--- config.mk ---
export PLATFORM = sky130hd
export DESIGN_NAME = irq_pending_ctrl
export DESIGN_NICKNAME = d
export VERILOG_FILES = /design/src/rtl/irq_pending_ctrl.sv
export SDC_FILE = /design/constraint.sdc
export NUM_CORES = 1
export LEC_CHECK = 0
export CAP_MARGIN = 30
export CORE_UTILIZATION = 42
export DETAILED_ROUTE_END_ITERATION = 10
export PLACE_DENSITY = 0.83
export SYNTH_ARGS = -nofsm -noshare
export SYNTH_HDL_FRONTEND = slang
export SYNTH_SLANG_ARGS = --single-unit
--- constraint.sdc ---
create_clock -name clk -period 3.1 [get_ports clk]
set_input_delay 0.775 -clock clk [delete_from_list [all_inputs] [get_ports clk]]
set_output_delay 0.775 -clock clk [all_outputs]
set_load 0.02 [all_outputs]
--- src/rtl/irq_pending_ctrl.sv ---
// Interrupt pending/presentation controller: sticky capture, mask qualify,
// highest-index select, valid/ack handshake. Define IRQ_EDGE_EN for edge capture.
module irq_pending_ctrl #(
  parameter int N = 8,
  parameter int M = $clog2(N)
) (
  input  logic         clk,
  input  logic         rst,
  input  logic [N-1:0] irq_in,
  input  logic [N-1:0] mask,
  input  logic         irq_ack,
  output logic         irq_valid,
  output logic [M-1:0] irq_id,
  output logic [N-1:0] pending
);

  typedef enum logic {
    IDLE,
    PRESENT
  } state_t;

  state_t       state;
  logic [N-1:0] set_vec;
  logic [N-1:0] clr_vec;
  logic [N-1:0] qual;
  logic [M-1:0] sel_id;
  logic         sel_any;

`ifdef IRQ_EDGE_EN
  logic [N-1:0] irq_d;

  always_ff @(posedge clk or posedge rst) begin
    if (rst) begin
      irq_d <= '0;
    end else begin
      irq_d <= irq_in;
    end
  end

  assign set_vec = irq_in & ~irq_d;
`else
  assign set_vec = irq_in;
`endif

  // Only the presented line is cleared, and only on an ack while presenting.
  always_comb begin
    clr_vec = '0;
    if (state == PRESENT && irq_ack) begin
      for (int i = 0; i < N; i++) begin
        if (irq_id == M'(i)) begin
          clr_vec[i] = 1'b1;
        end
      end
    end
  end

  assign qual = pending & mask;

  // Ascending scan so the highest set index is the last one written.
  always_comb begin
    sel_id  = '0;
    sel_any = 1'b0;
    for (int i = 0; i < N; i++) begin
      if (qual[i]) begin
        sel_id  = M'(i);
        sel_any = 1'b1;
      end
    end
  end

  // Set is applied after clear so a same-cycle request survives the ack.
  always_ff @(posedge clk or posedge rst) begin
    if (rst) begin
      pending <= '0;
    end else begin
      pending <= (pending & ~clr_vec) | set_vec;
    end
  end

  always_ff @(posedge clk or posedge rst) begin
    if (rst) begin
      state     <= IDLE;
      irq_valid <= 1'b0;
      irq_id    <= '0;
    end else begin
      case (state)
        IDLE: begin
          if (sel_any) begin
            irq_id    <= sel_id;
            irq_valid <= 1'b1;
            state     <= PRESENT;
          end else begin
            irq_valid <= 1'b0;
          end
        end
        PRESENT: begin
          if (irq_ack) begin
            irq_valid <= 1'b0;
            state     <= IDLE;
          end
        end
        default: begin
          irq_valid <= 1'b0;
          state     <= IDLE;
        end
      endcase
    end
  end

endmodule

==> summary.md, run 1 <==
| Metric | Value |
|---|---|
| Status | `complete, no violations` |
| Post-synth design cell area | `659 sq um` |
| Hold Crit Class | `reg2reg` |
| Buf/Inv on CP | `1` |
| Fill cells | `101` |
| Final clock period utilization by the worst path | `70.9%` |
| Critical path class | `reg2out` |
| Global-route wire length before repair | `2650 um` |
| Cell type contributing the most total cell area after synthesis | `sky130_fd_sc_hd__dfrtp_1` |
| Setup Fix Bufs, Post-CTS | `0` |
| Number of buffer cells added on primary ports | `30` |
| Met3 track demand over resource | `3.04%` |
| Multiplexer fraction of the synthesized cell area | `2.28%` |
| Unrepaired setup endpoints after global routing | `no` |
| Synth Instances | `57` |
| Library cell used as clock root buffer | `sky130_fd_sc_hd__clkbuf_4` |
| Post-cts hold buffer count | `0` |
| Worst IR Drop VDD | `0.000381 V` |
| Residual overflow from global routing | `0` |
| Delay of the slowest cell on the worst path | `0.65 ns` |
| Highest clock frequency the design can meet | `0.455 GHz` |
| Levels on crit path | `1` |
| Crit path DAT | `1.42 ns` |
| Clock latency on the worst-skew pair | `0.29 ns` |
| Met2 usage | `34.7%` |
| Clock Pin Slew Worst Setup and Hold Paths | `0.07 ns` |
| Die Outline Area | `1730 sq um` |
| Dominant combinational cell family by area after synthesis | `compound AO/OA/AOI/OAI gates` |
| Grt peak-use layer | `met2` |
| Detailed placer's ending HPWL | `1310 um` |
| Maximum Capacitance Violations | `0` |
| Worst setup timing slack at the placement stage | `0.981 ns` |
| CTS HTree Levels | `1` |
| Post-synthesis register bit count | `13` |
| Antenna Nets Post-Route | `0` |
| Number of antenna repair diodes | `0` |
| Number of remaining DRC errors | `0` |
| Final Net Count | `111` |
| Portion of synthesized cell area occupied by the leading cell type | `49.3%` |
| Sort of element at the start of the critical path | `register` |
| Worst path setup slack after routing | `0.901 ns` |
| Final hold viol count | `0` |
| Number of cells upsized or downsized after cts | `0` |
| Area contributors post-synth | `sky130_fd_sc_hd__dfrtp_1, sky130_fd_sc_hd__nand2b_1, sky130_fd_sc_hd__a22oi_4` |
| Number of warning messages in the yosys log | `0` |
| Fraction of the yosys area taken by sequential cells | `49.3%` |
| Final max-slew violation count | `0` |
| Areal power density over the cells | `679 nW/um^2` |
| Sequential cell area | `325 sq um` |
| Final period demand of the worst path | `2.20 ns` |
| Hold depth | `1` |
| Actual transition at the worst max-transition pin | `0.507 ns` |
| Met1 usage in global routing | `25.1%` |
| Chain of cells forming the critical path | `clkdlybuf4s50_1` |
| Unique masters post-synth | `20` |
| Number of vias per cell | `5.84` |
| Post-synthesis adder-cell area fraction | `0%` |
| Layout cells sized above 1 | `13.2%` |
| Initial antenna violation count | `0` |
| Worst-case clock skew | `0.00672 ns` |
| Total nets after synthesis | `76` |
| Pin count of the biggest net entering global routing | `14` |
| Share of the synthesized netlist area taken by xor and xnor gates | `0%` |
| Gr usage total | `20.4%` |
| Via count | `619` |
| Setup TNS Final | `0 ns` |
| Worst slew slack as a fraction of its limit | `66.2%` |
| Core area | `1380 sq um` |
| Lkg Pwr | `0.000381 uW` |
| Vert. Die Dim | `41.6 um` |
| Critical Path Fanout Max | `7` |
| Post-synthesis simple-gate area fraction | `15.0%` |
| Number of cells traversed by the worst register-to-register path | `3` |
| Kind of end point of the critical path | `primary output` |
| Flop2flop setup slack | `1.76 ns` |
| Master of the slowest instance on the critical path | `sky130_fd_sc_hd__clkdlybuf4s50_1` |
| Max Buffers Root-to-Sink | `2` |
| Drt pass-1 iters | `4` |
| Area added between synthesis and finish | `52.4%` |
| Mean area per synthesized cell | `11.6 sq um` |
| Top-level I/O count | `31` |
| Multi-input combinational cell area | `323 sq um` |
| Vias in the first global route | `589` |
| Number of rows in the core area | `13` |
| CTS tree | `yes` |
| TritonCTS buffer count | `3` |
| Starting density of the core | `47.7%` |
| CP required | `2.32 ns` |
| Fraction of the mapped netlist area in compound gates | `31.7%` |
| Cell family with most CP delay | `buffers and inverters` |
| Die Span X | `41.6 um` |
| Routed length per placed instance | `16.0 um` |
| Setup Viol. Count Final | `0` |
| GPL Wtd Cong | `0.822` |
| Number of DRC markers after the initial detailed-route iteration | `25` |
| CTS Sinks | `13` |
| Total wire length | `1700 um` |
-- cell type report --
type                            instances  area share (%)
Multi-Input combinational cell         41            32.1
Clock buffer                            4            2.62
Timing Repair Buffer                   30            29.9
Sequential cell                        13            32.4
Inverter                                3            1.12
Tap cell                               15            1.87
-- final timing paths --
check,to,startpoint
worst max-delay path,irq_id[1],irq_id[1]
worst min-delay path,irq_id[2],irq_id[2]
worst max register to register,irq_id[1],pending[3]
worst min register to register,irq_id[2],irq_id[2]
max in group asynchronous,state,rst
min in group asynchronous,pending[2],rst
-- per-layer routing --
layer  wire length [um]  share of wire, %
met2                834                49
met1                732                43
met3                101               6.0
met4                 25               1.5
met5                  0                 0
-- power breakdown --
| group | internal (uW) | total (uW) | switching [uW] |
|---|---|---|---|
| Sequential | 213 | 281 | 68.3 |
| Combinational | 157 | 294 | 136 |
| Clock | 50.1 | 107 | 57.3 |
-- synth_stat cells --
library cell               instances
sky130_fd_sc_hd__a31o_2            1
sky130_fd_sc_hd__dfrtp_1          13
sky130_fd_sc_hd__o31ai_1           2
sky130_fd_sc_hd__a22oi_4           2
sky130_fd_sc_hd__nand3_1           2
sky130_fd_sc_hd__a32oi_1           1
sky130_fd_sc_hd__a21o_1            1
sky130_fd_sc_hd__a41oi_4           1
sky130_fd_sc_hd__nand2_1           4
sky130_fd_sc_hd__a32o_1            1
sky130_fd_sc_hd__a22oi_2           2
sky130_fd_sc_hd__a31oi_1           1
sky130_fd_sc_hd__mux2_4            1
sky130_fd_sc_hd__nand3b_1          1
sky130_fd_sc_hd__nor2_1            1
sky130_fd_sc_hd__a21o_2            2
sky130_fd_sc_hd__o21ai_0           7
sky130_fd_sc_hd__inv_1             3
sky130_fd_sc_hd__nand2b_1         10
sky130_fd_sc_hd__a21oi_1           1
-- state kept, by name, indices dropped and copies added, names as in the netlist --
name	cells
irq_id	3
state	1
pending	8
irq_valid	1
-- metrics by stage --
| stage | hold slack (ns) | area, sq um | util [%] | instances | power [uW] |
|---|---|---|---|---|---|
| 6_report | 0.536 | 1000 | 72.7 | 106 | 682 |
| 5_1_grt | 0.553 | 1000 | 72.7 | 106 | 714 |
| 4_1_cts | 0.532 | 1000 | 72.7 | 106 | 682 |
| 2_1_floorplan | 0.622 | 659 | - | 57 | 435 |
| 3_5_place_dp | 0.515 | 978 | 70.8 | 102 | 573 |
| 3_3_place_gp | 0.516 | 978 | 70.8 | 102 | 568 |
-- placed cells by master (no fill, tap or decap), drive strengths merged, types with 2 or more instances in the layout --
cell type / Yosys / layout
inv: 3 / 3
nand3: 2 / 2
a21o: 3 / 3
clkdlybuf4s50: 0 / 30
o21ai: 7 / 7
dfrtp: 13 / 13
o31ai: 2 / 2
a22oi: 4 / 4
clkbuf: 0 / 4
nand2b: 10 / 10
nand2: 4 / 4
-- logic make-up (layout without fill, tap and decap cells) --
family,count (synthesis),in the layout
compound gates,22,22
buf+inv,3,37
flops,13,13
mux,1,1
simple gates,18,18
Note: power is estimated with default switching activity, not from simulation.
==> run 2: changes to the inputs <==
--- a/config.mk
+++ b/config.mk
@@ -6,9 +6,9 @@
 export NUM_CORES = 1
 export LEC_CHECK = 0
 export CAP_MARGIN = 30
-export CORE_UTILIZATION = 42
+export CORE_UTILIZATION = 39
 export DETAILED_ROUTE_END_ITERATION = 10
-export PLACE_DENSITY = 0.83
+export PLACE_DENSITY = 0.78
 export SYNTH_ARGS = -nofsm -noshare
 export SYNTH_HDL_FRONTEND = slang
 export SYNTH_SLANG_ARGS = --single-unit
==> constraint.sdc (replaced) <==
create_clock -name clk -period 2.2 [get_ports clk]
set_input_delay 0.55 -clock clk [delete_from_list [all_inputs] [get_ports clk]]
set_output_delay 0.55 -clock clk [all_outputs]
set_load 0.02 [all_outputs]
==> summary.md, run 2 (synthesized netlist as in run 1, its figures left out) <==
| Metric | Value |
|---|---|
| GPL Wtd Cong | `0.827 (was 0.822)` |
| Number of buffer cells added on primary ports | `30 (unchanged)` |
| Buf/Inv on CP | `1 (unchanged)` |
| Status | `complete, no violations (unchanged)` |
| Initial antenna violation count | `0 (unchanged)` |
| Area added between synthesis and finish | `52.6% (was 52.4%)` |
| Largest registers ranked by flip-flop count | `pending (8), irq_id (3) (unchanged)` |
| Lkg Pwr | `0.000381 uW (unchanged)` |
| Final clock period utilization by the worst path | `89.0%` |
| Actual transition at the worst max-transition pin | `0.497 ns (was 0.507 ns)` |
| Routed length per placed instance | `14.3 um (was 16.0 um)` |
| Delay of the slowest cell on the worst path | `0.65 ns (about the same)` |
| Number of antenna repair diodes | `0 (unchanged)` |
| Setup Viol. Count Final | `0 (unchanged)` |
| CP required | `1.65 ns (was 2.32 ns)` |
| Total wire length | `1530 um (was 1700 um)` |
| Library cell used as clock root buffer | `sky130_fd_sc_hd__clkbuf_4 (unchanged)` |
| Kind of end point of the critical path | `primary output (unchanged)` |
| Register with the highest flop count | `pending (unchanged)` |
| Post-cts hold buffer count | `0 (unchanged)` |
| Highest clock frequency the design can meet | `0.511 GHz` |
| CTS HTree Levels | `1 (unchanged)` |
| Most used cells in the layout excluding fill and tap cells | `sky130_fd_sc_hd__clkdlybuf4s50_1, sky130_fd_sc_hd__dfrtp_1, sky130_fd_sc_hd__nand2b_1, sky130_fd_sc_hd__o21ai_0, sky130_fd_sc_hd__nand2_1 (unchanged)` |
| Setup TNS Final | `0 ns (unchanged)` |
| Maximum Capacitance Violations | `0 (unchanged)` |
| Detailed placer's ending HPWL | `1180 um (was 1310 um)` |
| Gr usage total | `18.6% (was 20.4%)` |
| Flip-flop count of the largest register, all copies and words added | `8 (unchanged)` |
| Die Outline Area | `1860 sq um (was 1730 sq um)` |
| Max Buffers Root-to-Sink | `2 (unchanged)` |
| Final hold viol count | `0 (unchanged)` |
| CTS tree | `yes (unchanged)` |
| Layout cells sized above 1 | `13.2% (unchanged)` |
| Clock Pin Slew Worst Setup and Hold Paths | `0.08 ns (was 0.07 ns)` |
| Clock latency on the worst-skew pair | `0.28 ns (was 0.29 ns)` |
| Fill cells | `132 (was 101)` |
| Chain of cells forming the critical path | `clkdlybuf4s50_1 (unchanged)` |
| Core area | `1540 sq um (was 1380 sq um)` |
| Worst IR Drop VDD | `0.000579 V (was 0.000381 V)` |
| Critical path class | `reg2out (unchanged)` |
| Starting density of the core | `42.8% (was 47.7%)` |
| Worst-case clock skew | `0.00363 ns (was 0.00672 ns)` |
| Power after layout | `950 uW (was 682 uW)` |
| Final period demand of the worst path | `1.96 ns` |
| Vias in the first global route | `560 (was 589)` |
| TritonCTS buffer count | `3 (unchanged)` |
| Sort of element at the start of the critical path | `register (unchanged)` |
| Hold Crit Class | `reg2reg (unchanged)` |
| Number of cells upsized or downsized after cts | `0 (unchanged)` |
| Vert. Die Dim | `43.1 um (was 41.6 um)` |
| Crit path DAT | `1.41 ns (was 1.42 ns)` |
| Drt pass-1 iters | `4 (unchanged)` |
| Antenna Nets Post-Route | `0 (unchanged)` |
| Cell family with most CP delay | `buffers and inverters (unchanged)` |
| Number of remaining DRC errors | `0 (unchanged)` |
| Number of DRC markers after the initial detailed-route iteration | `14 (was 25)` |
| Pin count of the biggest net entering global routing | `14 (unchanged)` |
| Top-level I/O count | `31 (unchanged)` |
| Critical Path Fanout Max | `7 (unchanged)` |
| Global-route wire length before repair | `2490 um (was 2650 um)` |
| Die Span X | `43.1 um (was 41.6 um)` |
| CTS Sinks | `13 (unchanged)` |
| Setup Fix Bufs, Post-CTS | `0 (unchanged)` |
| Commonest non-fill, non-tap cell in the layout | `sky130_fd_sc_hd__clkdlybuf4s50_1 (unchanged)` |
| Via count | `594 (was 619)` |
| Final Net Count | `111 (unchanged)` |
| Number of rows in the core area | `14 (was 13)` |
| Number of vias per cell | `5.55 (was 5.84)` |
| Worst slew slack as a fraction of its limit | `66.8% (was 66.2%)` |
| Multi-input combinational cell area | `323 sq um (unchanged)` |
| Unrepaired setup endpoints after global routing | `no (unchanged)` |
| Residual overflow from global routing | `0 (unchanged)` |
| Final max-slew violation count | `0 (unchanged)` |
| Sequential cell area | `325 sq um (unchanged)` |
| Master of the slowest instance on the critical path | `sky130_fd_sc_hd__clkdlybuf4s50_1 (unchanged)` |
| Areal power density over the cells | `944 nW/um^2 (was 679 nW/um^2)` |
## run 2: worst paths after layout
path                            start    endpoint  slack, ns  cells after the start
hold reg to reg             irq_valid   irq_valid       0.53                      1
max in group asynchronous         rst  pending[4]       1.28                      2
hold / removal              irq_valid   irq_valid       0.53                      1
min in group asynchronous         rst  pending[6]       0.58                      2
setup / recovery            irq_id[1]   irq_id[1]       0.24                      1
setup reg to reg           pending[3]   irq_id[1]       0.84                      3
## run 2: through the flow
stage,instances,hold WS (ns),cell area (sq um),util [%],worst slack [ns]
floorplan,57,0.427,659,-,0.838
global placement,103,0.512,980,63.6,0.315
detailed placement,103,0.512,980,63.6,0.291
CTS,107,0.535,1010,65.3,0.244
global route,107,0.551,1010,65.3,0.193
finish,107,0.531,1010,65.3,0.243
## run 2: per-layer routing
layer | up-vias | global-route usage [%] | wire length (um)
met2 | 23 | 30.1 | 754
met1 | 288 | 23.2 | 671
met3 | 3 | 3.83 | 81
li1 | 280 | - | -
met4 | 0 | 9.09 | 25
met5 | - | 0 | 0
## run 2: cell type report
cell class / count / share of cell area [%]
Tap cell: 16 / 1.99
Sequential cell: 13 / 32.3
Clock buffer: 4 / 2.61
Inverter: 3 / 1.12
Timing Repair Buffer: 30 / 29.9
Multi-Input combinational cell: 41 / 32.1
## run 2: power breakdown
part,switching [uW],internal (uW)
Clock,81.0,70.5
Sequential,87.8,300
Combinational,189,222
Total,358,592
